==> config.mk <==
export PLATFORM = sky130hd
export DESIGN_NAME = cpu_control_fsm
export DESIGN_NICKNAME = d
export VERILOG_FILES = /design/src/rtl/cpu_control_fsm.sv
export SDC_FILE = /design/constraint.sdc
export NUM_CORES = 1
export LEC_CHECK = 0
export ABC_AREA = 1
export BUFFER_PORTS_ARGS = -buffer_cell sky130_fd_sc_hd__buf_2
export CORE_MARGIN = 2
export CORE_UTILIZATION = 42
export DETAILED_ROUTE_END_ITERATION = 8
export GPL_TIMING_DRIVEN = 0
export PLACE_DENSITY = 0.86
export SLEW_MARGIN = 0
export SYNTH_ARGS = -nofsm -noshare
export SYNTH_HDL_FRONTEND = slang
export SYNTH_SLANG_ARGS = --single-unit
==> constraint.sdc <==
create_clock -name clk -period 2 [get_ports clk]
set_input_delay 0.6 -clock clk [delete_from_list [all_inputs] [get_ports clk]]
set_output_delay 0.6 -clock clk [all_outputs]
set_load 0.05 [all_outputs]
==> src/rtl/cpu_control_fsm.sv <==
// Multicycle control FSM for the 16-bit CPU: fetch, decode, execute, memory, writeback.
// Define CTRL_HALT_EN to make instr 16'h0000 halt the machine (adds the halted output).
`timescale 1ns/1ps

module cpu_control_fsm #(
   parameter int IR_W = 16
) (
   input  logic            clk,
   input  logic            rst,
   input  logic [IR_W-1:0] instr,
   input  logic            mem_rdy,
   input  logic            flag_z,
   input  logic            flag_c,
   input  logic            flag_f,
   input  logic            flag_n,
   input  logic            flag_l,
   output logic            ir_en,
   output logic            pc_en,
   output logic [1:0]      pc_src,
   output logic            addr_sel,
   output logic            mem_we,
   output logic            reg_we,
   output logic [1:0]      wb_sel,
   output logic            flags_en,
`ifdef CTRL_HALT_EN
   output logic            halted,
`endif
   output logic [2:0]      state
);

   typedef enum logic [2:0] {
      S_FETCH  = 3'd0,
      S_DECODE = 3'd1,
      S_EXEC   = 3'd2,
      S_MEM    = 3'd3,
      S_WB     = 3'd4
`ifdef CTRL_HALT_EN
      , S_HALT = 3'd5
`endif
   } state_t;

   localparam logic [1:0] PC_INC  = 2'b00;
   localparam logic [1:0] PC_DISP = 2'b01;
   localparam logic [1:0] PC_REG  = 2'b10;

   localparam logic [1:0] WB_ALU  = 2'b00;
   localparam logic [1:0] WB_MEM  = 2'b01;
   localparam logic [1:0] WB_LINK = 2'b10;

   state_t state_q, state_d;

   logic [3:0] opcode, cond, ext;
   logic       is_bcond, is_jcond, is_jal, is_load, is_stor, is_zero, is_cmp;
   logic       cond_ok;

   assign opcode = instr[15:12];
   assign cond   = instr[11:8];
   assign ext    = instr[7:4];

   assign is_bcond = (opcode == 4'hC);
   assign is_jcond = (opcode == 4'h4) && (ext == 4'hC);
   assign is_jal   = (opcode == 4'h4) && (ext == 4'h8);
   assign is_load  = (opcode == 4'h4) && (ext == 4'h0);
   assign is_stor  = (opcode == 4'h4) && (ext == 4'h4);
   assign is_zero  = (instr == '0);
   assign is_cmp   = ((opcode == 4'h0) && (ext == 4'hB)) || (opcode == 4'hB);

   always_comb begin
      case (cond)
         4'h0:    cond_ok = flag_z;
         4'h1:    cond_ok = !flag_z;
         4'h2:    cond_ok = flag_c;
         4'h3:    cond_ok = !flag_c;
         4'h4:    cond_ok = flag_l;
         4'h5:    cond_ok = !flag_l;
         4'h6:    cond_ok = flag_n;
         4'h7:    cond_ok = !flag_n;
         4'h8:    cond_ok = flag_f;
         4'h9:    cond_ok = !flag_f;
         4'hA:    cond_ok = !flag_l && !flag_z;
         4'hB:    cond_ok = flag_l || flag_z;
         4'hC:    cond_ok = !flag_n && !flag_z;
         4'hD:    cond_ok = flag_n || flag_z;
         4'hE:    cond_ok = 1'b1;
         default: cond_ok = 1'b0;
      endcase
   end

   // NOTE: state register uses non-blocking assignment so every flop samples pre-edge values.
   always_ff @(posedge clk) begin
      if (rst) state_q <= S_FETCH;
      else     state_q <= state_d;
   end

   assign state = rst ? 3'd0 : state_q;

   // NOTE: every output is defaulted before the case so no path leaves a latch.
   always_comb begin
      state_d  = S_FETCH;
      ir_en    = 1'b0;
      pc_en    = 1'b0;
      pc_src   = PC_INC;
      addr_sel = 1'b0;
      mem_we   = 1'b0;
      reg_we   = 1'b0;
      wb_sel   = WB_ALU;
      flags_en = 1'b0;
`ifdef CTRL_HALT_EN
      halted   = 1'b0;
`endif
      if (!rst) begin
         case (state_q)
            S_FETCH: begin
               if (mem_rdy) begin
                  ir_en   = 1'b1;
                  state_d = S_DECODE;
               end else begin
                  state_d = S_FETCH;
               end
            end
            S_DECODE: state_d = S_EXEC;
            S_EXEC: begin
               if (is_bcond) begin
                  pc_en  = 1'b1;
                  pc_src = cond_ok ? PC_DISP : PC_INC;
               end else if (is_jcond) begin
                  pc_en  = 1'b1;
                  pc_src = cond_ok ? PC_REG : PC_INC;
               end else if (is_jal) begin
                  reg_we = 1'b1;
                  wb_sel = WB_LINK;
                  pc_en  = 1'b1;
                  pc_src = PC_REG;
               end else if (is_load || is_stor) begin
                  state_d = S_MEM;
               end else if (is_zero) begin
`ifdef CTRL_HALT_EN
                  state_d = S_HALT;
`else
                  pc_en = 1'b1;
`endif
               end else begin
                  reg_we   = !is_cmp;
                  flags_en = 1'b1;
                  pc_en    = 1'b1;
               end
            end
            S_MEM: begin
               addr_sel = 1'b1;
               mem_we   = is_stor;
               if (!mem_rdy)     state_d = S_MEM;
               else if (is_stor) pc_en   = 1'b1;
               else              state_d = S_WB;
            end
            S_WB: begin
               reg_we = 1'b1;
               wb_sel = WB_MEM;
               pc_en  = 1'b1;
            end
`ifdef CTRL_HALT_EN
            S_HALT: begin
               halted  = 1'b1;
               state_d = S_HALT;
            end
`endif
            default: state_d = S_FETCH;
         endcase
      end
   end

endmodule
==> impl_metrics.ini, run 1 <==
[finish]
antenna_cells = 0
largest_registers = state_q: 3 flops
fin_nets = 193
largest_register_ff_count = 3
drive_gt1_share_pct = 60.1
area_growth_pct = 109
design_area_mm2 = 0.00128
final_cells = 183
top_register = state_q

[floorplan]
die-height_um = 42.2
pin_count = 37
core-area_mm2 = 0.00133
start_util_pct = 46.1
dieWidth_um = 42.2
num_rows = 13
dieArea_mm2 = 0.00178

[worst_setup_path]
rrSetupSlack_ps = 780
start_kind = input port
crit_fanout = 4
cpPeakStageDelay_ps = 310
critPathRequiredTime_ps = 1400
r2r-end = state_q[0]
cp.arrival_ps = 1860
critPathLaunch = instr[11]
path_class = input port to output port
reg2reg_depth = 5
r2r-start = state_q[2]
end_kind = output port
cp_slowest_cell = o211ai_1
path_cells = buf_6 -> nor2_1 -> nand2_1 -> o211ai_1 -> nor2_4 -> nand3_2 -> nand2_2 -> clkinvlp_4 -> buf_8

[timing]
rsz0062_at_grt = true
final.period_utilization_pct = 123
hold_viol_final = 0
setup_tns_ps = -2250
tightestPinTransition_ps = 308
slew_headroom_pct = 79.4
finalCriticalPeriod_ps = 2460
holdWs_ps = 606
setup_ws_ps = -464
max_freq_mhz = 406
skew_ps = 6.24
setup_viol = 8
maxSlewViolCount = 0

[run]
max_cap_viol_count = 0

[detailed_routing]
dr.pass1.iters = 6
vias = 1209
antenna_left = 0
vias_per_cell = 6.61
drt-wirelength-per-cell_um = 21.7
drt_iter0_drc = 93
drc_errors = 0
wirelength_um = 3970

[yosys]
synth.area.top_cells = nand2_1 (19%), nor2_1 (13%), nand3_1 (11%)
syn-num-nets = 144
ys_ff_latch = 3
synth_area_per_cell_um2 = 5.12
synthFlopType = dfxtp_1
yosysUniqueCellTypes = 26
synth-edff-count = 0
synth_common_cells = nand2_1 (31), nor2_1 (21), inv_1 (14)
synthCells = 120
synthArstFlopShare_pct = 0
ys_seq_area_share_pct = 9.78
synth_area_um2 = 614
synth_top_area_cell = nand2_1
synth_warnings = 0
yosysMostFrequentCell = nand2_1
synth_top_area_share_pct = 18.9

[global_route]
grt_max_degree = 10
grt_overflow = 0
antenna_found_initial = 0
grt_usage_pct = 30.4
grt_pass1_wl_um = 4240
grt_pass1_vias = 927

[place]
place_ws_ps = -503
routabilityCongestion = 0.853
postPlaceCellArea_um2 = 945
dp_cells = 169
hpwlAfterDp_um = 1450
io_buffers = 34

[power]
power.leakage_uw = 0.000594
power_density_mw_per_mm2 = 311
vdd_ir_drop_max_mv = 0.492

[clock_network]
cts_buffer_depth = 2
cts_made_buffers = 3
tritoncts = yes
h-tree-depth = 1
hold_buffers = 0
clock-sinks = 3
clk_pin_slew_ps = 40
clockRootBuffer = clkbuf_4
clk_latency_ps = 250

[min_path]
min_from = rst
hold_path_class = input port to flop
worstHoldEndpoint = state_q[2]
whs_path_depth = 2

[outcome]
violations = negative setup slack
outcome = finished, violations left
power by group:
part           internal, µW  switching, µW  total (µW)
combinational          81.8            133         215
clock                  75.5           42.4         118
sequential             62.6           3.27        65.9
worst max-delay path, delay by kind of cell:
| kind | cells | cell delay, ps |
|---|---|---|
| and+or+nand+nor | 5 | 620 |
| buffers and inverters | 3 | 320 |
| AOI/OAI and AO/OA | 1 | 310 |
worst max path at each step:
stage | end | slack, ps
6_report | pc_src[1] | -460
5_1_grt | pc_src[1] | -460
4_1_cts | pc_src[1] | -280
3_5_place_dp | pc_src[1] | -500
3_3_place_gp | pc_src[1] | -480
2_1_floorplan | pc_src[1] | -230
cells by family after synthesis:
group | Yosys count | share of synthesized area, %
AND/OR/NAND/NOR | 87 | 68.4
buffers and inverters | 23 | 14.3
AO/OA/AOI/OAI | 7 | 7.53
flip-flops | 3 | 9.78
layout by cell type, fill, tap and decap left out, types with 2 or more instances in the layout:
master,instances
nand3_4,3
nand3_1,9
nor2_4,9
buf_2,20
clkbuf_4,3
inv_4,2
buf_4,9
inv_2,7
dfxtp_1,3
nand2_1,20
nor2_2,8
buf_6,9
nand3_2,3
clkinvlp_4,2
nand2_4,2
buf_12,2
nand4_1,6
inv_1,10
nor2_1,9
nand2_2,9
buf_8,5
area by class of cell:
type                    count  area [µm²]
flip-flops and latches      3        60.1
repair buffers             44         364
clock buffers               4        26.3
multi-input cells          94         676
well taps                  15        18.8
plain buffers               2        45.0
inverters                  21        91.3
fillers                    33        52.6
per-layer routing:
layer / vias to the layer above / part of all wire [%] / GRT usage (%)
met5: - / 0 / 0
met4: 0 / 9.0 / 15.6
met3: 49 / 12 / 6.03
met2: 142 / 45 / 52.6
met1: 534 / 33 / 34.7
li1: 484 / - / -
per-stage QoR:
step                util, %  total power (µW)
floorplan                 -               161
global placement       70.8               203
detailed placement     70.8               205
CTS                    89.5               350
global route           96.1               406
finish                 96.1               399
what timing repair did:
item                       in CTS  in global routing
setup endpoints to repair       7                  8
resized for setup              47                 18
pin swaps                      22                 20
buffers inserted                8                  2
(Power assumes the default switching activity.)
==> run 2, diff against run 1 <==
--- a/config.mk
+++ b/config.mk
@@ -7,7 +7,6 @@
 export LEC_CHECK = 0
 export ABC_AREA = 1
 export BUFFER_PORTS_ARGS = -buffer_cell sky130_fd_sc_hd__buf_2
-export CORE_MARGIN = 2
 export CORE_UTILIZATION = 42
 export DETAILED_ROUTE_END_ITERATION = 8
 export GPL_TIMING_DRIVEN = 0
==> constraint.sdc (replaced) <==
create_clock -name clk -period 2.7 [get_ports clk]
set_input_delay 0.81 -clock clk [delete_from_list [all_inputs] [get_ports clk]]
set_output_delay 0.81 -clock clk [all_outputs]
set_load 0.05 [all_outputs]
==> impl_metrics.ini, run 2 (synthesized netlist as in run 1, its figures left out) <==
[detailed_routing]
drt-wirelength-per-cell_um = 10.4
wl_met3_um = 73
wirelength_um = 1830
antenna_left = 0
routed-wl-met2_um = 956
drt_iter0_drc = 18
vias = 895
dr.pass1.iters = 4
routed.top_layer = met4
drc_errors = 0
vias_per_cell = 5.11
wl_met1_um = 778

[global_route]
antenna_found_initial = 0
grt_usage_pct = 24.6
grt_overflow = 0
grt_max_degree = 10
grt_pass1_wl_um = 2760
grt_pass1_vias = 720

[timing]
maxSlewViolCount = 0
finalCriticalPeriod_ps = 2670
slew_headroom_pct = 82.5
max_freq_mhz = 374
holdWs_ps = 570
skew_ps = 0.120
final.period_utilization_pct = 99.0
hold_viol_final = 0
setup_viol = 0
rsz0062_at_grt = true
tightestPinTransition_ps = 261

[finish]
drive_gt1_share_pct = 44.4
area_growth_pct = 61.9
largest_registers = state_q: 3 flops
final_common_cell = nand2_1
final_cells = 175
final_cell_mix = nand2_1 (29), buf_2 (28), nor2_1 (14), inv_1 (13), nand3_1 (12)
fin_nets = 185
largest_register_ff_count = 3
antenna_cells = 0
design_area_um2 = 995
fillCellCount = 110
top_register = state_q

[floorplan]
dieWidth_um = 40.2
die-height_um = 40.2
core-area_mm2 = 0.00133
dieArea_mm2 = 0.00162
pin_count = 37
start_util_pct = 46.1
num_rows = 13

[worst_setup_path]
rrSetupSlack_ps = 1650
start_kind = input port
path_class = input port to output port
critPathLaunch = instr[4]
r2r-start = state_q[2]
reg2reg_depth = 5
crit_fanout = 3
critPathRequiredTime_ps = 1890
cp.arrival_ps = 1860
end_kind = output port

[clock_network]
clock-sinks = 3
cts_made_buffers = 3
cts_buffer_depth = 2
clockRootBuffer = clkbuf_4
h-tree-depth = 1
tritoncts = yes
clk_latency_ps = 230
clk_pin_slew_ps = 40

[power]
power_density_mw_per_mm2 = 236
total_power_uw = 235
power.leakage_uw = 0.000523
vdd_ir_drop_max_mv = 0.348

[place]
hpwlAfterDp_um = 1480
postPlaceCellArea_um2 = 840
dp_cells = 169
routabilityCongestion = 0.747
io_buffers = 34

[min_path]
min_from = state_q[2]
whs_path_depth = 3
hold_path_class = flop to flop

[run]
max_cap_viol_count = 0

[outcome]
outcome = complete, no violations
[run 2: cell types whose count changed in the layout (fill, tap and decap cells not counted), sizes merged]
cell      previous run  this run
clkbuf               5         4
buf                 45        38
inv                 19        21
clkinvlp             2         0
[run 2: report_power, final]
group | switching (µW) | internal, µW
combinational | 68.5 | 41.4
sequential | 1.74 | 46.5
clock | 21.4 | 55.3
total | 91.7 | 143
[run 2: path summary, 6_finish.rpt]
check / to
worst max-delay path: flags_en
worst min-delay path: state_q[1]
worst max register to register: state_q[0]
worst min register to register: state_q[1]
[run 2: per-layer routing]
| layer | track usage, % | vias to the layer above |
|---|---|---|
| met5 | 0 | - |
| met4 | 9.17 | 0 |
| met3 | 6.11 | 4 |
| met2 | 44.8 | 24 |
| met1 | 27.1 | 401 |
| li1 | - | 466 |
[run 2: cell type report]
type | instances | area (µm²) | share of cell area, %
clock buffer | 4 | 26.3 | 2.64
sequential | 3 | 60.1 | 6.04
inverter | 21 | 81.3 | 8.18
buffer | 2 | 25.0 | 2.52
tap | 15 | 18.8 | 1.89
timing repair buffer | 36 | 226 | 22.8
multi-input combinational | 94 | 557 | 56.0
[run 2: critical path, cell delays in order]
cell	delay [ps]
buf_2	100
nor2_1	120
inv_2	80
nor3_1	190
nand4_1	160
nor3b_2	190
buf_2	210
[run 2: per-stage QoR]
| stage | setup slack, ps | utilization (%) | TNS [ps] |
|---|---|---|---|
| 6_report | 27.5 | 74.6 | 0 |
| 5_1_grt | -47.1 | 74.6 | -117 |
| 4_1_cts | 5.58 | 69.4 | 0 |
| 3_5_place_dp | -114 | 62.9 | -343 |
| 3_3_place_gp | -87.1 | 62.9 | -222 |
| 2_1_floorplan | -76.8 | - | -139 |
[run 2: what timing repair did]
action,in CTS,in global routing
pin swaps,4,10
setup endpoints to repair,5,6
hold buffers,0,0
setup buffers,1,1
gates resized for setup,14,21
